==> src/rtl/if_fetch_unit.sv <==
// Instruction-fetch stage: owns the PC, drives the instruction SRAM read port,
// and hands ID a stall-stable instruction word alongside the {ce, pc} bus.
`ifndef IF_FETCH_UNIT_DEFS
`define IF_FETCH_UNIT_DEFS
`define StallBus 5:0
`define Stop 1'b1
`define NoStop 1'b0
`define BR_WD 33
`define IF_TO_ID_WD 33
`endif

module if_fetch_unit #(
  parameter logic [31:0] RESET_PC = 32'hbfbf_fffc
) (
  input  logic                    clk,
  input  logic                    rst,
  input  logic [`StallBus]        stall,
  input  logic [`BR_WD-1:0]       br_bus,
  input  logic [31:0]             inst_sram_rdata,
  output logic                    inst_sram_en,
  output logic [3:0]              inst_sram_wen,
  output logic [31:0]             inst_sram_addr,
  output logic [31:0]             inst_sram_wdata,
  output logic [`IF_TO_ID_WD-1:0] if_to_id_bus,
  output logic [31:0]             id_inst
);

  logic [31:0] pc_q, pc_d;
  logic        ce_q, ce_d;
  logic        pend_v_q, pend_v_d;
  logic [31:0] pend_addr_q, pend_addr_d;
  logic        id_ce_q, id_ce_d;
  logic        hold_v_q, hold_v_d;
  logic [31:0] hold_inst_q, hold_inst_d;

  logic        br_e_s;
  logic [31:0] br_addr_s;
  logic [31:0] next_pc_s;
  logic        unused_stall_s;

  assign br_e_s         = br_bus[32];
  assign br_addr_s      = br_bus[31:0];
  assign unused_stall_s = ^stall[5:3];

  // Next-state for PC, pending redirect, IF/ID validity mirror and hold buffer.
  always_comb begin
    pc_d        = pc_q;
    ce_d        = ce_q;
    pend_v_d    = pend_v_q;
    pend_addr_d = pend_addr_q;
    id_ce_d     = id_ce_q;
    hold_v_d    = hold_v_q;
    hold_inst_d = hold_inst_q;

    // A live redirect outranks one latched during an earlier stall.
    if (br_e_s) begin
      next_pc_s = br_addr_s;
    end else if (pend_v_q) begin
      next_pc_s = pend_addr_q;
    end else begin
      next_pc_s = pc_q + 32'd4;
    end

    if (stall[0] == `NoStop) begin
      pc_d     = next_pc_s;
      ce_d     = 1'b1;
      pend_v_d = 1'b0;
    end else if (br_e_s) begin
      pend_v_d    = 1'b1;
      pend_addr_d = br_addr_s;
    end else begin
      pend_v_d = pend_v_q;
    end

    if ((stall[1] == `Stop) && (stall[2] == `NoStop)) begin
      id_ce_d = 1'b0;
    end else if (stall[1] == `NoStop) begin
      id_ce_d = ce_q;
    end else begin
      id_ce_d = id_ce_q;
    end

    // SRAM data moves on to pc_q's word while ID is frozen, so keep ID's word.
    if (stall[2] == `NoStop) begin
      hold_v_d = 1'b0;
    end else if (!hold_v_q) begin
      hold_v_d    = 1'b1;
      hold_inst_d = inst_sram_rdata;
    end else begin
      hold_v_d = 1'b1;
    end
  end

  // State registers with synchronous reset.
  always_ff @(posedge clk) begin
    if (rst) begin
      pc_q        <= RESET_PC;
      ce_q        <= 1'b0;
      pend_v_q    <= 1'b0;
      pend_addr_q <= 32'h0000_0000;
      id_ce_q     <= 1'b0;
      hold_v_q    <= 1'b0;
      hold_inst_q <= 32'h0000_0000;
    end else begin
      pc_q        <= pc_d;
      ce_q        <= ce_d;
      pend_v_q    <= pend_v_d;
      pend_addr_q <= pend_addr_d;
      id_ce_q     <= id_ce_d;
      hold_v_q    <= hold_v_d;
      hold_inst_q <= hold_inst_d;
    end
  end

  assign inst_sram_en    = ce_q;
  assign inst_sram_wen   = 4'b0000;
  assign inst_sram_addr  = pc_q;
  assign inst_sram_wdata = 32'h0000_0000;
  assign if_to_id_bus    = ce_q ? {1'b1, pc_q} : {`IF_TO_ID_WD{1'b0}};
  assign id_inst         = !id_ce_q ? 32'h0000_0000 :
                           (hold_v_q ? hold_inst_q : inst_sram_rdata);

endmodule

==> config.mk <==
export PLATFORM = sky130hd
export DESIGN_NAME = if_fetch_unit
export DESIGN_NICKNAME = d
export VERILOG_FILES = /design/src/rtl/if_fetch_unit.sv
export SDC_FILE = /design/constraint.sdc
export NUM_CORES = 1
export LEC_CHECK = 0
export CORE_UTILIZATION = 40
export CTS_CLUSTER_SIZE = 30
export DETAILED_ROUTE_END_ITERATION = 8
export PLACE_DENSITY_LB_ADDON = 0.1
export SLEW_MARGIN = 20
export SYNTH_ARGS = -nofsm -noshare
export SYNTH_HDL_FRONTEND = slang
export SYNTH_SLANG_ARGS = --single-unit
==> constraint.sdc <==
create_clock -name clk -period 2.3 [get_ports clk]
set_input_delay 0.46 -clock clk [delete_from_list [all_inputs] [get_ports clk]]
set_output_delay 0.46 -clock clk [all_outputs]
set_load 0.005 [all_outputs]
* After elaboration in Yosys (flattened, before gate mapping) *
Index checks and enable logic that the tools add are counted.

word-level totals
  flip-flop bits (word level) = 100
  input port bits = 73
  output and inout port bits = 134
  word-level logic and storage cells = 20

cells by class
  add/subtract/negate cells = 1
  muxes and demuxes = 6
  bitwise operators = 2
  reductions and logical operators = 4

operators with widths
  cell                     count
  $mux W32                 4
  $mux W33                 1
  $add A32 B3 Y32 const B  1
  $reduce_or A2 Y1         2
  $not A1 Y1               2
  $reduce_and A2 Y1        1
  $logic_and A1 B1 Y1      1
  $mux W1                  1

* Logic depth before layout (Yosys ltp) *
Gate-level depths: netlist of the first run.

  word-level depth = 3
  depth in mapped cells = 7

* Least setup slack after synthesis of the first run *
Ideal clock, no wire load.

  path kind = register -> register
  start = reg pc_q[2] (netlist: inst_sram_addr[2])
  end = reg pc_q[20] (netlist: inst_sram_addr[20])
  setup time = 0.117 ns
  arrival time = 1.530 ns
  required time = 2.183 ns
  path slack = 0.653 ns
  cell stages (with the launch flop) = 7
  clock period less this slack = 1.647 ns
  cell sequence = dfxtp_1 ha_1 nand3_2 nor3_4 and4_1 a21oi_1 a2bb2oi_2

on the way
  longest elaborated chain between the ends = 3

RTL lines
  element                   RTL line  source
  start: declaration        28        logic [31:0] pc_q, pc_d;
  start signal: assignment  105       pc_q <= pc_d;
  $add A32 B3 Y32           61        next_pc_s = pc_q + 32'd4;
  $mux W32                  58        end else if (pend_v_q) begin
  $mux W32                  56        if (br_e_s) begin

Every way passes these cells.
A chain may end at the register's enable or synchronous reset.

* Worst setup path in the final report of the first run *
  start = reg hold_v_q
  end = out id_inst[1]

on the way
  longest elaborated chain between the ends = 2

RTL lines
  element                   RTL line  source
  start: declaration        33        logic hold_v_q, hold_v_d;
  start signal: assignment  110       hold_v_q <= hold_v_d;
  $mux W32                  n/a
  $mux W32                  120       assign id_inst = !id_ce_q ? 32'h0000_0000 :
  end: declaration          25        output logic [31:0] id_inst

Every way passes these cells.

==> impl_metrics.tcl, run 1 <==
set metrics [dict create \
    clockPowerShare 0.309 \
    cts_resized 0 \
    postCtsSetupRepairBufs 0 \
    syn2layout_area_growth_pct 36.14 \
    p_int_mw 3.121 \
    seq_power_share 0.447 \
    synth_common_cells "nand2_1, a21oi_1, dfxtp_1" \
    first_global_vias 4998 \
    power_density_mw_per_mm2 576.8 \
    combPwrFrac 0.244 \
    cts-root-buf "clkbuf_16" \
    p_switching_mw 1.262 \
    clockBufferDepth 2 \
    wl_per_cell_um 15.22 \
    synthMuxAreaShare 0.06097 \
    synthArstFlopShare 0 \
    synth-seq-cells 100 \
    diodes 0 \
    netSwitchingFraction 0.2878 \
    grt_usage 0.2243 \
    max_stage_delay_ns 0.52 \
    clk_pin_slew_ns 0.06 \
    num_io_pins 207 \
    fmax_mhz 456.4 \
    multi_input_area_mm2 0.003179 \
    critPathKind "register to output pin" \
    post-route-min-period_ns 2.191 \
    syn_inst 725 \
    synth_cell_types 57 \
    die_y_um 120.1 \
    wl_mm 16.12 \
    clk_latency_ns 0.34 \
    worst_pin_slew_ns 0.7843 \
    yosysWarnings 0 \
    core_mm2 0.01340 \
    synth_area_leader_cell "dfxtp_1" \
    cellLeakagePower_nw 2.906 \
    drive_gt1_frac 0.07361 \
    cp.required_ns 1.84 \
    port_buffers 167 \
    grt_pass1_wl_mm 25.55 \
    synthAdderAreaFrac 0.002242 \
    num_rows 42 \
    seq_area_mm2 0.002003 \
    drv_slew 0 \
    hpwl_mm 11.84 \
    holdWs_ns 0.4542 \
    vias 5550 \
    fin_skew_ns 0.007336 \
    worstSetupEndpointType "output pin" \
    fill_cells 1223 \
    relSlewSlack 0.4723 \
    drc_errors 0 \
    crit_arrival_ns 1.73 \
    place_congestion 0.8239 \
    crit_chain "buf_12 > mux2i_1 > nor2b_1 > clkdlybuf4s50_1" \
    h-tree-depth 3 \
    synth_flop_cell "dfxtp_1" \
    clock-sinks 100 \
    grt-ovfl-total 0 \
    worstHoldPathType "register to register" \
    synth_top_family_by_area "simple AND/OR/NAND/NOR gates" \
    synth_top_cell_area_share 0.3587 \
    synth-compound-area-share 0.2038 \
    setup_viol 0 \
    synth.avg_cell_area_um2 7.699 \
    slowest_stage "clkdlybuf4s50_1" \
    grt_max_degree 71 \
    yosysSeqAreaShare 0.3587 \
    synth_xor_area_frac 0 \
    viasPerCell 5.241 \
    whs_path_depth 2 \
    cts_tree "built" \
    antenna_found_initial 0 \
    cts_buffers 9 \
    ant_nets 0 \
    drtPass1Iterations 5 \
    ir_drop_v 0.0003712 \
    start_util 0.4165 \
    outcome "finished clean" \
    finalCritPeriodShare 0.9527 \
    synth_area_mm2 0.005582 \
    synth_simple_gate_area_share 0.2780 \
    die_area_mm2 0.01443 \
    drt-initial-drc-count 473 \
    yosysMostFrequentCell "nand2_1" \
    timing.setup.tns_ns 0 \
    worstRegToRegCells 6 \
    critPathLaunchType "register" \
    die_w_um 120.1 \
    synth_edf_count 0 \
    rsz0062_at_grt "false" \
    hold_viol 0 \
    drv_cap 0 \
    hold_buffers 0 \
    critPathMaxFanout 34 \
    fin_nets 953 \
    synth_area_leaders "dfxtp_1, nand2_1, a21oi_1" \
]
[layout make-up]
type | instances | share of cell area
clock inverters | 3 | 0.001976
flip-flops and latches | 100 | 0.2636
inverters | 12 | 0.005928
clock buffers | 12 | 0.03112
well taps | 176 | 0.02898
multi-input cells | 563 | 0.4184
repair buffers | 193 | 0.2500
[worst paths after layout]
| check | start | to | slack, ns |
|---|---|---|---|
| hold reg to reg | pend_addr_q[15] | pend_addr_q[15] | 0.45 |
| hold / removal | pend_addr_q[15] | pend_addr_q[15] | 0.45 |
| setup reg to reg | inst_sram_addr[3] | inst_sram_addr[28] | 0.28 |
| setup / recovery | hold_v_q | id_inst[1] | 0.11 |
[power by group through the flow]
stage	registers (mW)	logic [mW]	clock network (mW)
after floorplan	1.97	0.605	0
after global placement	1.99	1.05	0
after detailed placement	2.00	1.07	0
after CTS	1.96	1.07	1.39
after global routing	1.98	1.17	1.47
final	1.96	1.07	1.35
[layer usage]
| layer | GRT usage | routed length, um |
|---|---|---|
| met5 | 0 | 0 |
| met4 | 0.07266 | 213 |
| met3 | 0.04563 | 1084 |
| met1 | 0.2976 | 7250 |
| met2 | 0.3617 | 7569 |
[critical path, delay by kind of cell (launching register included)]
kind	cells	cell delay, ns
buffers and inverters	2	0.76
muxes	1	0.11
DFF	1	0.34
and+or+nand+nor	1	0.17
[layout by cell type, fill, tap and decap left out, drive strengths merged, types with 3 or more instances in the layout]
master         netlist  final
o22a                 4      4
o21ai               22     22
conb                 1     36
a2bb2oi              8      8
clkbuf              38     12
dfxtp              100    100
and2                24     24
nand2b               9      9
nor3                 9      9
and4                 6      6
buf                 47     27
inv                 12     12
nand4                8      8
nor2b               35     35
nor4                 6      6
mux2i               34     34
clkdlybuf4s50        0    166
a221oi               9      9
a221o               10     10
o221a                3      3
nor2                39     39
a21oi              108    108
nand2              155    155
clkinv               0      3
nand3               13     13
and3                 3      3
a211oi               3      3
[state kept, by name (all words and copies together), names as in the netlist]
| register | count |
|---|---|
| pend_v_q | 1 |
| inst_sram_addr | 32 |
| hold_inst_q | 32 |
| inst_sram_en | 1 |
| hold_v_q | 1 |
| pend_addr_q | 32 |
| id_ce_q | 1 |
[logic make-up after synthesis]
kind of cell / Yosys count
other: 1
adders and majority gates: 1
buffers and inverters: 97
AOI/OAI and AO/OA: 181
DFF: 100
muxes: 34
and+or+nand+nor: 311
[per-stage QoR]
stage          total power [mW]  instance area (um^2)  setup WS [ns]  std cells  utilization
4_1_cts                   4.421                  7599        0.09471       1059       0.5670
2_1_floorplan             2.580                  5713         0.6526        760            -
3_5_place_dp              3.064                  7347        0.05488       1044       0.5483
3_3_place_gp              3.041                  7347        0.04468       1044       0.5483
6_report                  4.383                  7599         0.1088       1059       0.5670
5_1_grt                   4.612                  7599        0.02408       1059       0.5670
Power figures use the tool's default switching activity.
==> run 2: changes to the inputs <==
CORE_UTILIZATION = 45   (was 40)
==> impl_metrics.tcl, run 2 (synthesis gave the netlist of run 1 again) <==
set metrics [dict create \
    clock-sinks 100 \
    drive_gt1_frac 0.08014 \
    worstHoldPathType "register to register" \
    antenna_found_initial 0 \
    drt-initial-drc-count 342 \
    viasPerCell 5.246 \
    gr-usage-met1 0.3344 \
    wl_per_cell_um 15.18 \
    first_global_vias 5036 \
    placedCellCount 1036 \
    grt-ovfl-total 0 \
    die_area_mm2 0.01285 \
    slowest_stage "clkdlybuf4s50_1" \
    post-route-min-period_ns 2.186 \
    ir_drop_v 0.0003130 \
    worstSetupEndpointType "output pin" \
    num_io_pins 207 \
    max_stage_delay_ns 0.53 \
    clk_pin_slew_ns 0.06 \
    fmax_mhz 457.6 \
    hold_viol 0 \
    vias 5529 \
    fin_nets 956 \
    grt_usage 0.2483 \
    clockBufferDepth 2 \
    dp_slack_ns 0.09222 \
    syn2layout_area_growth_pct 37.32 \
    cellLeakagePower_nw 2.936 \
    drtPass1Iterations 5 \
    worstRegToRegCells 6 \
    p_switching_mw 1.261 \
    r2r_end "inst_sram_addr[28]" \
    critPathMaxFanout 11 \
    layout_setup_ws_ns 0.1145 \
    clk_latency_ns 0.33 \
    start_util 0.4628 \
    outcome "finished clean" \
    finalCritPeriodShare 0.9502 \
    cts-root-buf "clkbuf_16" \
    total_power_mw 4.537 \
    drc_errors 0 \
    met3_usage 0.04676 \
    critPathKind "register to output pin" \
    place_congestion 0.8568 \
    crit_arrival_ns 1.73 \
    wl_mm 16.00 \
    layout_common_cells "clkdlybuf4s50_1, nand2_1, a21oi_1" \
    crit_chain "clkinvlp_4 > buf_4 > nor2_1 > clkdlybuf4s50_1" \
    grt_max_degree 78 \
    final_common_cell "clkdlybuf4s50_1" \
    drv_cap 0 \
    netSwitchingFraction 0.2781 \
    worst_pin_slew_ns 0.7886 \
    p_int_mw 3.275 \
    worst_r2r_startpoint "inst_sram_addr[3]" \
    drv_slew 0 \
    grt-busiest-layer "met2" \
    whs_path_depth 2 \
    cts_buffers 9 \
    h-tree-depth 3 \
    die_y_um 113.4 \
    combPwrFrac 0.237 \
    setup_viol 0 \
    power_density_mw_per_mm2 591.9 \
    rsz0062_at_grt "false" \
    hpwl_mm 11.64 \
    hold_path_end "hold_inst_q[0]" \
    cts_tree "built" \
    use_met2 0.4012 \
    fin_skew_ns 0.004236 \
    fin_util 0.6355 \
    min_from "hold_inst_q[0]" \
    fin_cells 1054 \
    core_mm2 0.01206 \
    relSlewSlack 0.4737 \
    diodes 0 \
    seq_power_share 0.434 \
    critPathLaunchType "register" \
    port_buffers 167 \
    grt_pass1_wl_mm 25.46 \
    ant_nets 0 \
    die_w_um 113.4 \
    num_rows 40 \
    cp.required_ns 1.84 \
    clockPowerShare 0.329 \
    r2r_slack_ns 0.28 \
]
## run 2: critical path: cells and delay by family, from the launching register on
family | cells | cell delay, ns
flip-flops | 1 | 0.44
AND/OR/NAND/NOR | 1 | 0.15
buffers and inverters | 3 | 0.81
## run 2: layout make-up
type / count / area, um^2
Inverter: 12 / 48.80
Multi-Input combinational cell: 563 / 3182
Clock buffer: 13 / 250.2
Tap cell: 168 / 210.2
Timing Repair Buffer: 196 / 1932
Sequential cell: 100 / 2007
Fill cell: 1048 / 4397
Clock inverter: 2 / 35.03
## run 2: worst max path at each step
stage | end | slack (ns) | start
floorplan | inst_sram_addr[20] | 0.65 | inst_sram_addr[2]
global placement | inst_sram_addr[7] | -0.08 | br_bus[32]
detailed placement | inst_sram_addr[11] | 0.09 | br_bus[32]
CTS | if_to_id_bus[26] | 0.03 | inst_sram_en
global route | id_inst[6] | 0.01 | hold_v_q
finish | if_to_id_bus[19] | 0.11 | inst_sram_en
## run 2: through the flow
step	hold slack [ns]	setup TNS (ns)	area [um^2]
final	0.4534	0	7665
after global routing	0.4721	0	7665
after global placement	0.4375	-0.4832	7350
after CTS	0.4560	0	7639
after detailed placement	0.4472	0	7352
after floorplan	0.4312	0	5713
## run 2: layer usage
layer	vias up	wire length, um	share of wire
met5	-	0	0
met4	0	199	0.012
met3	12	1124	0.070
met2	215	7473	0.47
met1	2558	7206	0.45
li1	2744	-	-
## run 2: power by group through the flow
stage          clock network [mW]  logic (mW)  registers [mW]
2_1_floorplan                   0       0.605            1.97
3_5_place_dp                    0        1.07            2.01
5_1_grt                      1.59        1.18            1.99
4_1_cts                      1.51        1.07            1.97
3_3_place_gp                    0        1.05            2.00
6_report                     1.49        1.08            1.97
## run 2: what timing repair did
| item | CTS | global route |
|---|---|---|
| setup endpoints to repair | 13 | 7 |
| buffers inserted | 0 | 3 |
| hold buffers | 0 | 0 |
| gates resized for setup | 1 | 2 |
==> run 3: changes to the inputs <==
CTS_CLUSTER_DIAMETER = 150   (was unset)
SLEW_MARGIN = unset   (was 20)
==> impl_metrics.tcl, run 3 (synthesis gave the netlist of run 1 again) <==
set metrics [dict create \
    rsz0062_at_grt "false" \
    clock-sinks 100 \
    vias 5551 \
    worstHoldPathType "register to register" \
    stdcell_area_mm2 0.007665 \
    cp_top_family "buffers and inverters" \
    first_global_vias 5053 \
    power_density_mw_per_mm2 592.5 \
    fmax_mhz 451.7 \
    critPathMaxFanout 11 \
    hold_buffers 0 \
    core_mm2 0.01206 \
    grt_pass1_wl_mm 25.52 \
    place_congestion 0.8568 \
    start_util 0.4628 \
    dr_wl_met3_mm 1.087 \
    fill_cells 1048 \
    hold_viol 0 \
    cp.required_ns 1.84 \
    finalCritPeriodShare 0.9626 \
    cts-root-buf "clkbuf_16" \
    die_area_mm2 0.01285 \
    drive_gt1_frac 0.07901 \
    relSlewSlack 0.1515 \
    viasPerCell 5.267 \
    outcome "finished clean" \
    total_power_mw 4.542 \
    fin_util 0.6355 \
    grt_usage 0.2483 \
    port_buffers 167 \
    drt-initial-drc-count 359 \
    final_common_cell "clkdlybuf4s50_1" \
    hpwl_mm 11.62 \
    crit_chain "clkinvlp_4 > buf_4 > nor2_1 > clkdlybuf4s50_1" \
    ant_nets 0 \
    num_rows 40 \
    cts_buffers 9 \
    layout_setup_ws_ns 0.08610 \
    drv_slew 0 \
    max_stage_delay_ns 0.52 \
    wl_mm 16.00 \
    syn2layout_area_growth_pct 37.32 \
    cts_tree "built" \
    critPathKind "register to output pin" \
    crit_arrival_ns 1.75 \
    dp_slack_ns -0.09113 \
    h-tree-depth 3 \
    highest_layer "met4" \
    drv_cap 0 \
    setup_viol 0 \
    slowest_stage "clkdlybuf4s50_1" \
    worst-path-buf-inv 3 \
    dr_wl_met2_mm 7.305 \
    diodes 0 \
    ir_drop_v 0.0003037 \
    wl_per_cell_um 15.18 \
    fin_skew_ns 0.008400 \
    worst_pin_slew_ns 1.268 \
    cellLeakagePower_nw 2.937 \
    fin_nets 956 \
    clk_latency_ns 0.34 \
    num_io_pins 207 \
    grt-ovfl-total 0 \
    timing.setup.tns_ns 0 \
    clk_pin_slew_ns 0.06 \
    drtPass1Iterations 4 \
    die_w_um 113.4 \
    die_y_um 113.4 \
    grt_max_degree 78 \
    worstSetupEndpointType "output pin" \
    m1WireLength_mm 7.316 \
    placed_area_mm2 0.007350 \
    post-route-min-period_ns 2.214 \
    antenna_found_initial 0 \
    critPathLaunchType "register" \
    layout_common_cells "clkdlybuf4s50_1, nand2_1, a21oi_1" \
    drc_errors 0 \
    clockBufferDepth 2 \
]
==> run 3: final cells by class <==
type	count	area (um^2)	area share
clock inverter	2	35.03	0.004571
tap	168	210.2	0.02742
sequential	100	2007	0.2618
multi-input combinational	563	3179	0.4148
inverter	12	48.80	0.006366
timing repair buffer	196	1934	0.2524
clock buffer	13	250.2	0.03265
==> run 3: where the power goes <==
part	switching, mW	internal (mW)	total [mW]
logic	0.512	0.565	1.08
registers	0.127	1.84	1.97
clock network	0.627	0.868	1.50
==> run 3: path summary, 6_finish.rpt <==
kind,startpoint,end,slack (ns),cells after the start
hold / removal,hold_inst_q[0],hold_inst_q[0],0.45,2
setup reg to reg,pend_v_q,inst_sram_addr[19],0.21,3
setup / recovery,inst_sram_en,if_to_id_bus[19],0.09,4
hold reg to reg,hold_inst_q[0],hold_inst_q[0],0.45,2
==> run 3: stage by stage <==
stage / hold slack, ns / cells
floorplan: 0.4312 / 760
global placement: 0.4375 / 1036
detailed placement: 0.4465 / 1036
CTS: 0.4561 / 1051
global route: 0.4720 / 1054
finish: 0.4535 / 1054
==> run 3: worst min-delay path, stage by stage (launching register included) <==
cell	delay, ns
dfxtp_1	0.31
nand2_1	0.05
a21oi_1	0.05
==> run 3: metal layers <==
layer | track usage | vias up
met5 | 0 | -
met4 | 0.08333 | 0
met3 | 0.04357 | 21
met2 | 0.3975 | 219
met1 | 0.3387 | 2569
li1 | - | 2742
==> run 3: what timing repair did <==
action	4_1_cts	5_1_grt
setup endpoints to repair	17	8
buffers inserted	0	3
resized for setup	1	2
